`src/rtl/iic_regs_pkg.sv`:
```
// Shared types, constants and helpers for the IIC slave register bank.
package iic_regs_pkg;

  localparam int IIC_REG_AW   = 6;
  localparam int IIC_MAX_REGS = 64;

  typedef logic [IIC_REG_AW-1:0] reg_ptr_t;

  // Write-side transaction phase.
  typedef enum logic [1:0] {
    IDLE    = 2'd0,
    PTR     = 2'd1,
    DATA    = 2'd2,
    DISCARD = 2'd3
  } wr_state_e;

  // Pointer increment that wraps at the last implemented register rather
  // than at the natural 6-bit boundary.
  function automatic reg_ptr_t ptr_inc(input reg_ptr_t ptr, input int num_regs);
    if (ptr == reg_ptr_t'(num_regs - 1)) begin
      return '0;
    end
    return reg_ptr_t'(ptr + 1'b1);
  endfunction

endpackage

```
`src/rtl/iic_cont_write_regs_if.sv`:
```
// Byte-stream inputs and register-bank outputs of the IIC write register bank.
interface iic_cont_write_regs_if
  import iic_regs_pkg::*;
#(
  parameter int NUM_REGS = 48
);

  logic                  iStart;
  logic                  iStop;
  logic                  iByteValid;
  logic [7:0]            ivByte;
  logic                  iRdAck;
  logic [8*NUM_REGS-1:0] ovRegs;
  reg_ptr_t              ovPointer;
  logic                  oWrStrobe;
  reg_ptr_t              ovWrAddr;
  logic                  oAddrErr;
  logic                  oWrErr;
  logic                  oAccessDone;

  // Byte-stream source and register-bank consumer.
  modport master (
    output iStart, iStop, iByteValid, ivByte, iRdAck,
    input  ovRegs, ovPointer, oWrStrobe, ovWrAddr, oAddrErr, oWrErr, oAccessDone
  );

  // The register bank itself.
  modport slave (
    input  iStart, iStop, iByteValid, ivByte, iRdAck,
    output ovRegs, ovPointer, oWrStrobe, ovWrAddr, oAddrErr, oWrErr, oAccessDone
  );

endinterface

```
`src/rtl/iic_reg_ptr.sv`:
```
// Register pointer: load from the pointer byte, wrapped increment after a
// data byte or a completed host read, otherwise hold.
module iic_reg_ptr
  import iic_regs_pkg::*;
#(
  parameter int NUM_REGS = 48
) (
  input  logic     iClk,
  input  logic     iRst_n,
  input  logic     load_i,
  input  reg_ptr_t load_val_i,
  input  logic     inc_i,
  output reg_ptr_t ptr_o
);

  reg_ptr_t ptr_q;
  reg_ptr_t ptr_d;

  // Next pointer: load beats increment, otherwise hold.
  always_comb begin
    // NOTE: default assigned first so every path drives ptr_d; no latch.
    ptr_d = ptr_q;
    if (load_i) begin
      ptr_d = load_val_i;
    end else if (inc_i) begin
      ptr_d = ptr_inc(ptr_q, NUM_REGS);
    end
  end

  // Pointer register with synchronous reset to register 0.
  always_ff @(posedge iClk) begin
    // NOTE: non-blocking so every flop samples pre-edge values in parallel.
    if (!iRst_n) begin
      ptr_q <= '0;
    end else begin
      ptr_q <= ptr_d;
    end
  end

  assign ptr_o = ptr_q;

endmodule

```
`src/rtl/iic_cont_write_regs.sv`:
```
// Write-side register bank of the IIC slave: pointer byte, then data bytes
// written at an auto-incrementing pointer that is exported for the read path.
module iic_cont_write_regs
  import iic_regs_pkg::*;
#(
  parameter int                    NUM_REGS = 48,
  parameter logic [NUM_REGS-1:0]   WR_MASK  = {NUM_REGS{1'b1}},
  parameter logic [8*NUM_REGS-1:0] RST_VALS = '0
) (
  input  logic                 iClk,
  input  logic                 iRst_n,
  iic_cont_write_regs_if.slave bus
);

  wr_state_e  state_q, state_d;
  logic [7:0] regs_q [NUM_REGS];
  reg_ptr_t   ptr;
  logic       ptr_load, ptr_inc_en;
  logic       wr_en_d, wr_err_d, addr_err_d;
  logic       ptr_in_range, ptr_writable;
  logic       wr_strobe_q, wr_err_q, addr_err_q;
  reg_ptr_t   wr_addr_q;
  logic [1:0] acc_q;

  iic_reg_ptr #(.NUM_REGS(NUM_REGS)) u_ptr (
    .iClk       (iClk),
    .iRst_n     (iRst_n),
    .load_i     (ptr_load),
    .load_val_i (bus.ivByte[IIC_REG_AW-1:0]),
    .inc_i      (ptr_inc_en),
    .ptr_o      (ptr)
  );

  // Next state and per-byte actions; a start drops any coincident byte.
  always_comb begin
    state_d      = state_q;
    ptr_load     = 1'b0;
    ptr_inc_en   = 1'b0;
    wr_en_d      = 1'b0;
    wr_err_d     = 1'b0;
    addr_err_d   = 1'b0;
    ptr_in_range = (bus.ivByte < 8'(NUM_REGS));
    ptr_writable = 1'b0;
    for (int i = 0; i < NUM_REGS; i++) begin
      if (ptr == reg_ptr_t'(i)) ptr_writable = WR_MASK[i];
    end

    if (bus.iStart) begin
      state_d = PTR;
    end else begin
      unique case (state_q)
        IDLE: begin
          if (bus.iRdAck && !bus.iByteValid) ptr_inc_en = 1'b1;
        end
        PTR: begin
          if (bus.iByteValid) begin
            if (ptr_in_range) begin
              ptr_load = 1'b1;
              state_d  = DATA;
            end else begin
              addr_err_d = 1'b1;
              state_d    = DISCARD;
            end
          end
        end
        DATA: begin
          if (bus.iByteValid) begin
            ptr_inc_en = 1'b1;
            if (ptr_writable) wr_en_d  = 1'b1;
            else              wr_err_d = 1'b1;
          end
        end
        DISCARD: begin
          if (bus.iByteValid) wr_err_d = 1'b1;
        end
        default: state_d = IDLE;
      endcase
      // A stop still lets a coincident byte be processed above.
      if (bus.iStop) state_d = IDLE;
    end
  end

  // State, registered pulses and the two-stage access-done pipeline.
  always_ff @(posedge iClk) begin
    if (!iRst_n) begin
      state_q     <= IDLE;
      wr_strobe_q <= 1'b0;
      wr_err_q    <= 1'b0;
      addr_err_q  <= 1'b0;
      wr_addr_q   <= '0;
      acc_q       <= '0;
    end else begin
      state_q     <= state_d;
      wr_strobe_q <= wr_en_d;
      wr_err_q    <= wr_err_d;
      addr_err_q  <= addr_err_d;
      wr_addr_q   <= wr_en_d ? ptr : '0;
      acc_q       <= {acc_q[0], bus.iByteValid};
    end
  end

  // Register array, written at the current pointer.
  always_ff @(posedge iClk) begin
    // NOTE: this is a flop bank with defined power-on values, so it is reset;
    // a RAM-style array would normally be left unreset.
    if (!iRst_n) begin
      for (int i = 0; i < NUM_REGS; i++) regs_q[i] <= RST_VALS[8*i +: 8];
    end else begin
      for (int i = 0; i < NUM_REGS; i++) begin
        if (wr_en_d && ptr == reg_ptr_t'(i)) regs_q[i] <= bus.ivByte;
      end
    end
  end

  for (genvar g = 0; g < NUM_REGS; g++) begin : g_regs_out
    assign bus.ovRegs[8*g +: 8] = regs_q[g];
  end

  assign bus.ovPointer   = ptr;
  assign bus.oWrStrobe   = wr_strobe_q;
  assign bus.ovWrAddr    = wr_addr_q;
  assign bus.oAddrErr    = addr_err_q;
  assign bus.oWrErr      = wr_err_q;
  assign bus.oAccessDone = acc_q[1];

endmodule

```
`src/flat_wrapper.sv`:
```
// flat-port wrapper written by rule: the top's interface ports become plain ports
module iic_cont_write_regs_flat import iic_regs_pkg::*;
#(
  parameter int                    NUM_REGS = 48,
  parameter logic [NUM_REGS-1:0]   WR_MASK  = {NUM_REGS{1'b1}},
  parameter logic [8*NUM_REGS-1:0] RST_VALS = '0
)
  (iClk, iRst_n, bus_iStart, bus_iStop, bus_iByteValid, bus_ivByte, bus_iRdAck, bus_ovRegs, bus_ovPointer, bus_oWrStrobe, bus_ovWrAddr, bus_oAddrErr, bus_oWrErr, bus_oAccessDone);
  iic_cont_write_regs_if #(.NUM_REGS(NUM_REGS)) bus_i ();
  input  logic iClk;
  input  logic iRst_n;
  input wire logic [$bits(bus_i.iStart)-1:0] bus_iStart;
  input wire logic [$bits(bus_i.iStop)-1:0] bus_iStop;
  input wire logic [$bits(bus_i.iByteValid)-1:0] bus_iByteValid;
  input wire logic [$bits(bus_i.ivByte)-1:0] bus_ivByte;
  input wire logic [$bits(bus_i.iRdAck)-1:0] bus_iRdAck;
  output wire logic [$bits(bus_i.ovRegs)-1:0] bus_ovRegs;
  output wire logic [$bits(bus_i.ovPointer)-1:0] bus_ovPointer;
  output wire logic [$bits(bus_i.oWrStrobe)-1:0] bus_oWrStrobe;
  output wire logic [$bits(bus_i.ovWrAddr)-1:0] bus_ovWrAddr;
  output wire logic [$bits(bus_i.oAddrErr)-1:0] bus_oAddrErr;
  output wire logic [$bits(bus_i.oWrErr)-1:0] bus_oWrErr;
  output wire logic [$bits(bus_i.oAccessDone)-1:0] bus_oAccessDone;
  assign bus_i.iStart = bus_iStart;
  assign bus_i.iStop = bus_iStop;
  assign bus_i.iByteValid = bus_iByteValid;
  assign bus_i.ivByte = bus_ivByte;
  assign bus_i.iRdAck = bus_iRdAck;
  assign bus_ovRegs = bus_i.ovRegs;
  assign bus_ovPointer = bus_i.ovPointer;
  assign bus_oWrStrobe = bus_i.oWrStrobe;
  assign bus_ovWrAddr = bus_i.ovWrAddr;
  assign bus_oAddrErr = bus_i.oAddrErr;
  assign bus_oWrErr = bus_i.oWrErr;
  assign bus_oAccessDone = bus_i.oAccessDone;
  iic_cont_write_regs #(.NUM_REGS(NUM_REGS), .WR_MASK(WR_MASK), .RST_VALS(RST_VALS)) u_core (.iClk(iClk), .iRst_n(iRst_n), .bus(bus_i));
endmodule
```
`config.mk`:
```
export PLATFORM = sky130hd
export DESIGN_NAME = iic_cont_write_regs_flat
export DESIGN_NICKNAME = d
export VERILOG_FILES = /design/src/rtl/iic_regs_pkg.sv /design/src/rtl/iic_cont_write_regs_if.sv /design/src/rtl/iic_reg_ptr.sv /design/src/rtl/iic_cont_write_regs.sv /design/src/flat_wrapper.sv
export SDC_FILE = /design/constraint.sdc
export NUM_CORES = 1
export LEC_CHECK = 0
export ABC_CLOCK_PERIOD_IN_PS = 8300
export BUFFER_PORTS_ARGS = -buffer_cell sky130_fd_sc_hd__buf_4
export CAP_MARGIN = 25
export CORE_ASPECT_RATIO = 1.1
export CORE_MARGIN = 3
export CORE_UTILIZATION = 56
export CTS_CLUSTER_SIZE = 10
export DETAILED_ROUTE_END_ITERATION = 7
export GPL_TIMING_DRIVEN = 0
export HOLD_SLACK_MARGIN = 0.12
export PLACE_DENSITY_LB_ADDON = 0.25
export SLEW_MARGIN = 20
export SYNTH_ARGS = -nofsm -noshare
export SYNTH_HDL_FRONTEND = slang
export SYNTH_SLANG_ARGS = --single-unit
```
`constraint.sdc`:
```
create_clock -name iClk -period 8.3 [get_ports iClk]
set_input_delay 1.66 -clock iClk [delete_from_list [all_inputs] [get_ports iClk]]
set_output_delay 1.66 -clock iClk [all_outputs]
set_load 0.005 [all_outputs]
```
==> results of run 1 <==
where the power goes:
| group | internal [W] | total, W | switching [W] |
|---|---|---|---|
| clock | 0.00102 | 0.00173 | 0.000717 |
| sequential | 0.00232 | 0.00235 | 0.0000331 |
| combinational | 0.000126 | 0.000299 | 0.000173 |
metrics by stage:
step | utilization | instances
after floorplan | - | 983
final | 0.755 | 1818
after global routing | 0.755 | 1818
after global placement | 0.705 | 1748
after CTS | 0.755 | 1816
after detailed placement | 0.707 | 1760
cells by family after synthesis:
group / count (synthesis) / share of synthesized area
flip-flops: 403 / 0.797
AND/OR/NAND/NOR: 386 / 0.112
AO/OA/AOI/OAI: 107 / 0.0568
buffers and inverters: 77 / 0.0267
multiplexers: 4 / 0.00285
adder cells (fa/ha/maj): 4 / 0.00335
XOR/XNOR: 2 / 0.00117
layer usage:
| metal | part of all wire | global-route usage |
|---|---|---|
| met1 | 0.35 | 0.366 |
| met4 | 0.050 | 0.139 |
| met3 | 0.10 | 0.0768 |
| met5 | 0 | 0 |
| met2 | 0.50 | 0.524 |
layout make-up:
cell class / count / area (µm²)
plain buffers: 64 / 350
clock buffers: 53 / 1210
clock inverters: 3 / 35.0
fillers: 1620 / 6420
inverters: 13 / 48.8
multi-input cells: 503 / 2630
flip-flops and latches: 403 / 11900
well taps: 352 / 440
repair buffers: 427 / 3180
final timing paths:
check / end / startpoint / slack (ps) / depth (start not counted)
worst min-delay path: u_core.acc_q[1] / u_core.acc_q[0] / 440 / 1
worst min register to register: u_core.acc_q[1] / u_core.acc_q[0] / 440 / 1
worst max-delay path: u_core.regs_q[0][115] / iRst_n / 4510 / 7
worst max register to register: u_core.regs_q[0][136] / u_core.u_ptr.ptr_o[0] / 4820 / 10
registers in the layout (all words and copies together) (netlist names):
signal / flops
u_core.bus.oAddrErr: 1
u_core.acc_q: 2
u_core.regs_q: 384
u_core.bus.oWrErr: 1
u_core.bus.ovWrAddr: 6
u_core.u_ptr.ptr_o: 6
u_core.state_q: 2
u_core.bus.oWrStrobe: 1
cell usage in the layout, fill, tap and decap left out, types with 3 or more instances in the layout:
cell type  instances
a211oi_1           3
nand2b_1           6
buf_4            417
ha_1               4
nor3b_1            4
nand3b_1           4
nor2b_1            3
o21bai_2           5
buf_6             12
buf_1              4
a21oi_1            7
edfxtp_1         384
nand3_1            4
nor4b_1            3
dfxtp_1           19
o211a_1            5
nor4_1             5
or3_1              4
buf_2             23
nor2_2            31
nor3_1            17
o21ai_0           22
clkbuf_1          39
o21ai_1           36
nor2_1           242
inv_1             13
clkbuf_16         47
o21bai_4          10
nand2_1           55
==> key figures, run 1 <==
Yosys
  – Syn Nets: 1001
  – Average cell area after synthesis: between 15 and 20 µm²
  – Most frequent cell after synthesis: edfxtp_1
  – Dominant cell type by area after synthesis: edfxtp_1
  – Synth cell count leaders: edfxtp_1, nor2_1, nand2_1
  – Most used flip-flop cell after synthesis: edfxtp_1
  – Post-synth ARST share: 0
  – Top cells by area, synth: edfxtp_1, nor2_1, dfxtp_1
  – #FFs+latches synth: 403
  – Post-Syn Area: between 10000 and 15000 µm²
  – Syn Inst Count: 983
  – Syn. warnings: 0
  – Register area share after synthesis: 0.797
  – Yosys top cell area share: 0.772
  – Yosys cell types: 52
  – Number of synthesized flops with an enable pin: 384

Floorplanning
  – Starting Density: 0.570
  – Die height: 177 µm
  – Ports: 414
  – Row count: 62
  – Die area: 28700 µm²
  – Die X: 162 µm
  – Core box area: 26200 µm²

STA
  – Final period utilization: 0.456
  – RSZ-0062 raised after global routing: false
  – Final setup fails: 0
  – Worst-margin pin slew: 999 ps
  – Fin. max-slew vios: 0
  – Clock skew: 17.7 ps
  – Setup WS post-layout: approximately 4500 ps
  – Min Hold Slack: around 440 ps
  – Tmin final: about 3800 ps
  – Achievable Freq: between 200 and 300 MHz
  – Hold Vio Cnt, Final: 0
  – Setup TNS: 0 ps
  – Slew headroom: 0.329

Drt
  – DRC: 0
  – Vias per std cell: 5.66
  – Drt total wl: approximately 45000 µm
  – Vias: between 10k and 15k
  – WL/cell: 24.7 µm
  – 1st-iter DRT viols: 1077
  – First-pass DRT Iterations: 7
  – Post-DRT Antenna Nets: 0

Finish
  – Final net count: about 1.5k
  – Synthesis-to-finish area growth: 32.5%
  – Inserted Diodes: 0
  – Fin area: 19800 µm²
  – Share of layout cells above drive strength 1: 0.382

Clock tree
  – Hold buffer count at cts: 0
  – Post-CTS setup buffer count: 0
  – CTS Sinks: approximately 400
  – H-tree levels: 2
  – CTS tree: yes
  – Clock transition at path regs: 60 ps
  – Worst-Skew Late Latency: 540 ps
  – CTS buffer count: 46
  – Clk root buf: clkbuf_16
  – Longest Clk Path Bufs: 3
  – Post-CTS sizing: 0

Power
  – Final Total Pwr: 0.00439 W
  – Cell Pwr Density: 222 nW/µm²
  – Leak: 7.57 nW
  – Worst VDD drop: 0.174 mV

Place
  – Place WS: 4050 ps
  – Post-DP HPWL: 32400 µm
  – Buffers on Ports: 413
  – RePlAce Congestion: around 0.89
  – Post-DP Area: 18500 µm²

Setup path
  – Cell family with most CP delay: buffers and inverters
  – Worst path arrival time: between 4000 and 5000 ps
  – Crit-path max cell delay: 550 ps
  – Crit. End Element: register
  – Critical Path RT: just under 9000 ps
  – Crit Path Category: in -> reg
  – Worst path bufs/invs: 4
  – Critical path fanouts, max: 16
  – Crit-path slowest cell: clkbuf_1
  – Worst setup SP type: input pin
  – Crit path cell chain: buf_4 -> clkbuf_1 -> nand2_1 -> inv_1 -> nand2_1 -> clkbuf_1 -> nor2_2

Global routing
  – Largest net degree at the start of global routing: 17
  – All-Layer GR Usage: 0.305
  – Vias in the first global route: 10.2k
  – GRT overflow: 0
  – First-pass GRT wire length: 64000 µm
  – Initial antenna violation count: 0

Flow run
  – Maximum Capacitance Violations: 0

Min path
  – Hold crit path type: reg -> reg

Status
  – Outcome: finished, final reports clean
(Power assumes the default switching activity.)
==> inputs of run 2 (changes only) <==
--- a/config.mk
+++ b/config.mk
@@ -5,12 +5,12 @@
 export SDC_FILE = /design/constraint.sdc
 export NUM_CORES = 1
 export LEC_CHECK = 0
-export ABC_CLOCK_PERIOD_IN_PS = 8300
+export ABC_CLOCK_PERIOD_IN_PS = 3200
 export BUFFER_PORTS_ARGS = -buffer_cell sky130_fd_sc_hd__buf_4
 export CAP_MARGIN = 25
 export CORE_ASPECT_RATIO = 1.1
 export CORE_MARGIN = 3
-export CORE_UTILIZATION = 56
+export CORE_UTILIZATION = 47
 export CTS_CLUSTER_SIZE = 10
 export DETAILED_ROUTE_END_ITERATION = 7
 export GPL_TIMING_DRIVEN = 0
==> constraint.sdc (replaced) <==
create_clock -name iClk -period 3.2 [get_ports iClk]
set_input_delay 0.64 -clock iClk [delete_from_list [all_inputs] [get_ports iClk]]
set_output_delay 0.64 -clock iClk [all_outputs]
set_load 0.005 [all_outputs]
==> run 2 against run 1 <==
  * Non-clock buffer count grew 10
  * Worst setup slack lost 4400 ps
  * Via count shrank 3.5%
  * Sequential share of layout area shrank 0.61 points
  * Hold slack lost 170 ps
==> key figures, run 2 (synthesis results as in run 1) <==
Place
  – Post-DP Area: 18600 µm²
  – RePlAce Congestion: 0.858
  – Place WS: -164 ps
  – Post-DP HPWL: 33000 µm
  – Buffers on Ports: 413

Setup path
  – Worst path arrival time: 3330 ps
  – Crit Path Category: reg -> reg
  – Worst path bufs/invs: 6
  – Crit. End Element: register
  – Reg2reg path depth: 13
  – Crit path cell chain: inv_1 -> ha_1 -> buf_4 -> mux2_2 -> o211a_1 -> a2111oi_4 -> o2111ai_4 -> buf_12 -> buf_6 -> o21bai_4 -> buf_12 -> buf_6 -> nor2_1
  – Worst setup SP type: register
  – Cell family with most CP delay: compound AO/OA/AOI/OAI gates
  – Levels on crit path: 13
  – Worst R2R Setup Slack: between 100 and 150 ps
  – Critical path fanouts, max: 10
  – Critical Path RT: 3460 ps
  – Crit-path slowest cell: dfxtp_2
  – FF-to-FF End: u_core.regs_q[0][109]
  – CP startpoint: u_core.u_ptr.ptr_o[1]
  – Reg-to-reg critical path startpoint: u_core.u_ptr.ptr_o[1]
  – Crit-path max cell delay: 380 ps

Finish
  – Largest register FFs: 384
  – Most frequent cells in the layout: buf_4, edfxtp_1, nor2_1
  – Share of layout cells above drive strength 1: 0.391
  – Top reg by flops: u_core.regs_q
  – Inserted Diodes: 0
  – Synthesis-to-finish area growth: 33.9%
  – Sequential cell area: around 12000 µm²
  – Area of the multi-input gates: 2660 µm²
  – Fin area: approximately 20000 µm²
  – Fillers: 2249
  – Final net count: around 1.5k
  – Final core occ: 0.647
  – Most common cell after layout, fill and taps aside: buf_4

Min path
  – Hold Path End: u_core.state_q[1]
  – Hold path start: bus_iStop
  – Hold crit path type: in -> reg
  – WHS Path Cells: 2

Floorplanning
  – Die X: 176 µm
  – Row count: 67
  – Die area: 34000 µm²
  – Die height: 193 µm
  – Core box area: 30900 µm²
  – Ports: 414
  – Starting Density: 0.483

Power
  – Psw: approximately 0.0024 W
  – Cell Pwr Density: 572 nW/µm²
  – Worst VDD drop: 0.393 mV
  – Switch share: 0.210
  – Part of the power in registers: 0.533
  – Leak: 7.64 nW
  – Logic gate share of total power: 0.069
  – Clock share of power: 0.398
  – Internal Pwr Total: 0.00904 W

STA
  – Final period utilization: 0.960
  – Tmin final: just over 3000 ps
  – Fin. max-slew vios: 0
  – Slew headroom: 0.356
  – Worst-margin pin slew: 966 ps
  – RSZ-0062 raised after global routing: false
  – Clock skew: 21.4 ps
  – Setup WS post-layout: 128 ps
  – Final setup fails: 0
  – Hold Vio Cnt, Final: 0
  – Achievable Freq: roughly 330 MHz

Global routing
  – First-pass GRT wire length: 63400 µm
  – All-Layer GR Usage: 0.257
  – Initial antenna violation count: 0
  – Vias in the first global route: 9757
  – GRT overflow: 0
  – Largest net degree at the start of global routing: 17

Drt
  – Post-DRT Antenna Nets: 0
  – First-pass DRT Iterations: 6
  – Drt total wl: ~45000 µm
  – 1st-iter DRT viols: 808
  – DRC: 0
  – Vias per std cell: ~5.3
  – Vias: 9934
  – WL/cell: roughly 24 µm

Clock tree
  – Hold buffer count at cts: 0
  – Clock transition at path regs: 50 ps
  – CTS buffer count: 46
  – CTS Sinks: 403
  – H-tree levels: 2
  – Clk root buf: clkbuf_16
  – CTS tree: yes
  – Worst-Skew Late Latency: 550 ps
  – Longest Clk Path Bufs: 3

Status
  – Outcome: finished, final reports clean

Flow run
  – Maximum Capacitance Violations: 0
[run 2: how the worst max path moves through the flow]
stage / to
finish: u_core.regs_q[0][109]
global route: u_core.regs_q[0][236]
CTS: u_core.regs_q[0][295]
detailed placement: u_core.regs_q[0][161]
global placement: u_core.regs_q[0][354]
floorplan: u_core.regs_q[0][112]
[run 2: through the flow]
step	cells	setup TNS [ps]	total power [W]	hold slack (ps)
after floorplan	983	0	0.00642	412
after CTS	1886	0	0.0115	247
final	1892	0	0.0114	272
after detailed placement	1827	-9050	0.00699	425
after global placement	1810	-21080	0.00696	417
after global routing	1892	0	0.0118	262
[run 2: power by group through the flow]
| stage | clock, W | combinational [W] | sequential [W] |
|---|---|---|---|
| finish | 0.00456 | 0.000786 | 0.00610 |
| global route | 0.00480 | 0.000832 | 0.00612 |
| CTS | 0.00460 | 0.000791 | 0.00610 |
| detailed placement | 0 | 0.000782 | 0.00620 |
| global placement | 0 | 0.000762 | 0.00620 |
| floorplan | 0 | 0.000197 | 0.00622 |
[run 2: area by class of cell]
type                       count  area share
clock inverter                 3     0.00213
sequential                   403       0.595
timing repair buffer         438       0.163
buffer                        63      0.0178
inverter                      13     0.00244
clock buffer                  55      0.0603
multi-input combinational    503       0.133
tap                          414      0.0259
[run 2: routing by layer]
layer,up-vias,GRT usage,share of wire
met5,-,0,0
met4,0,0.0932,0.035
met3,103,0.0756,0.095
met2,544,0.450,0.50
met1,4816,0.303,0.37
li1,4471,-,-
[run 2: timing repair]
action,CTS,global route
resized for setup,7,11
setup buffers,1,4
cloned,0,1
hold endpoints to repair,0,0
pin swaps,2,3
setup endpoints to repair,194,346
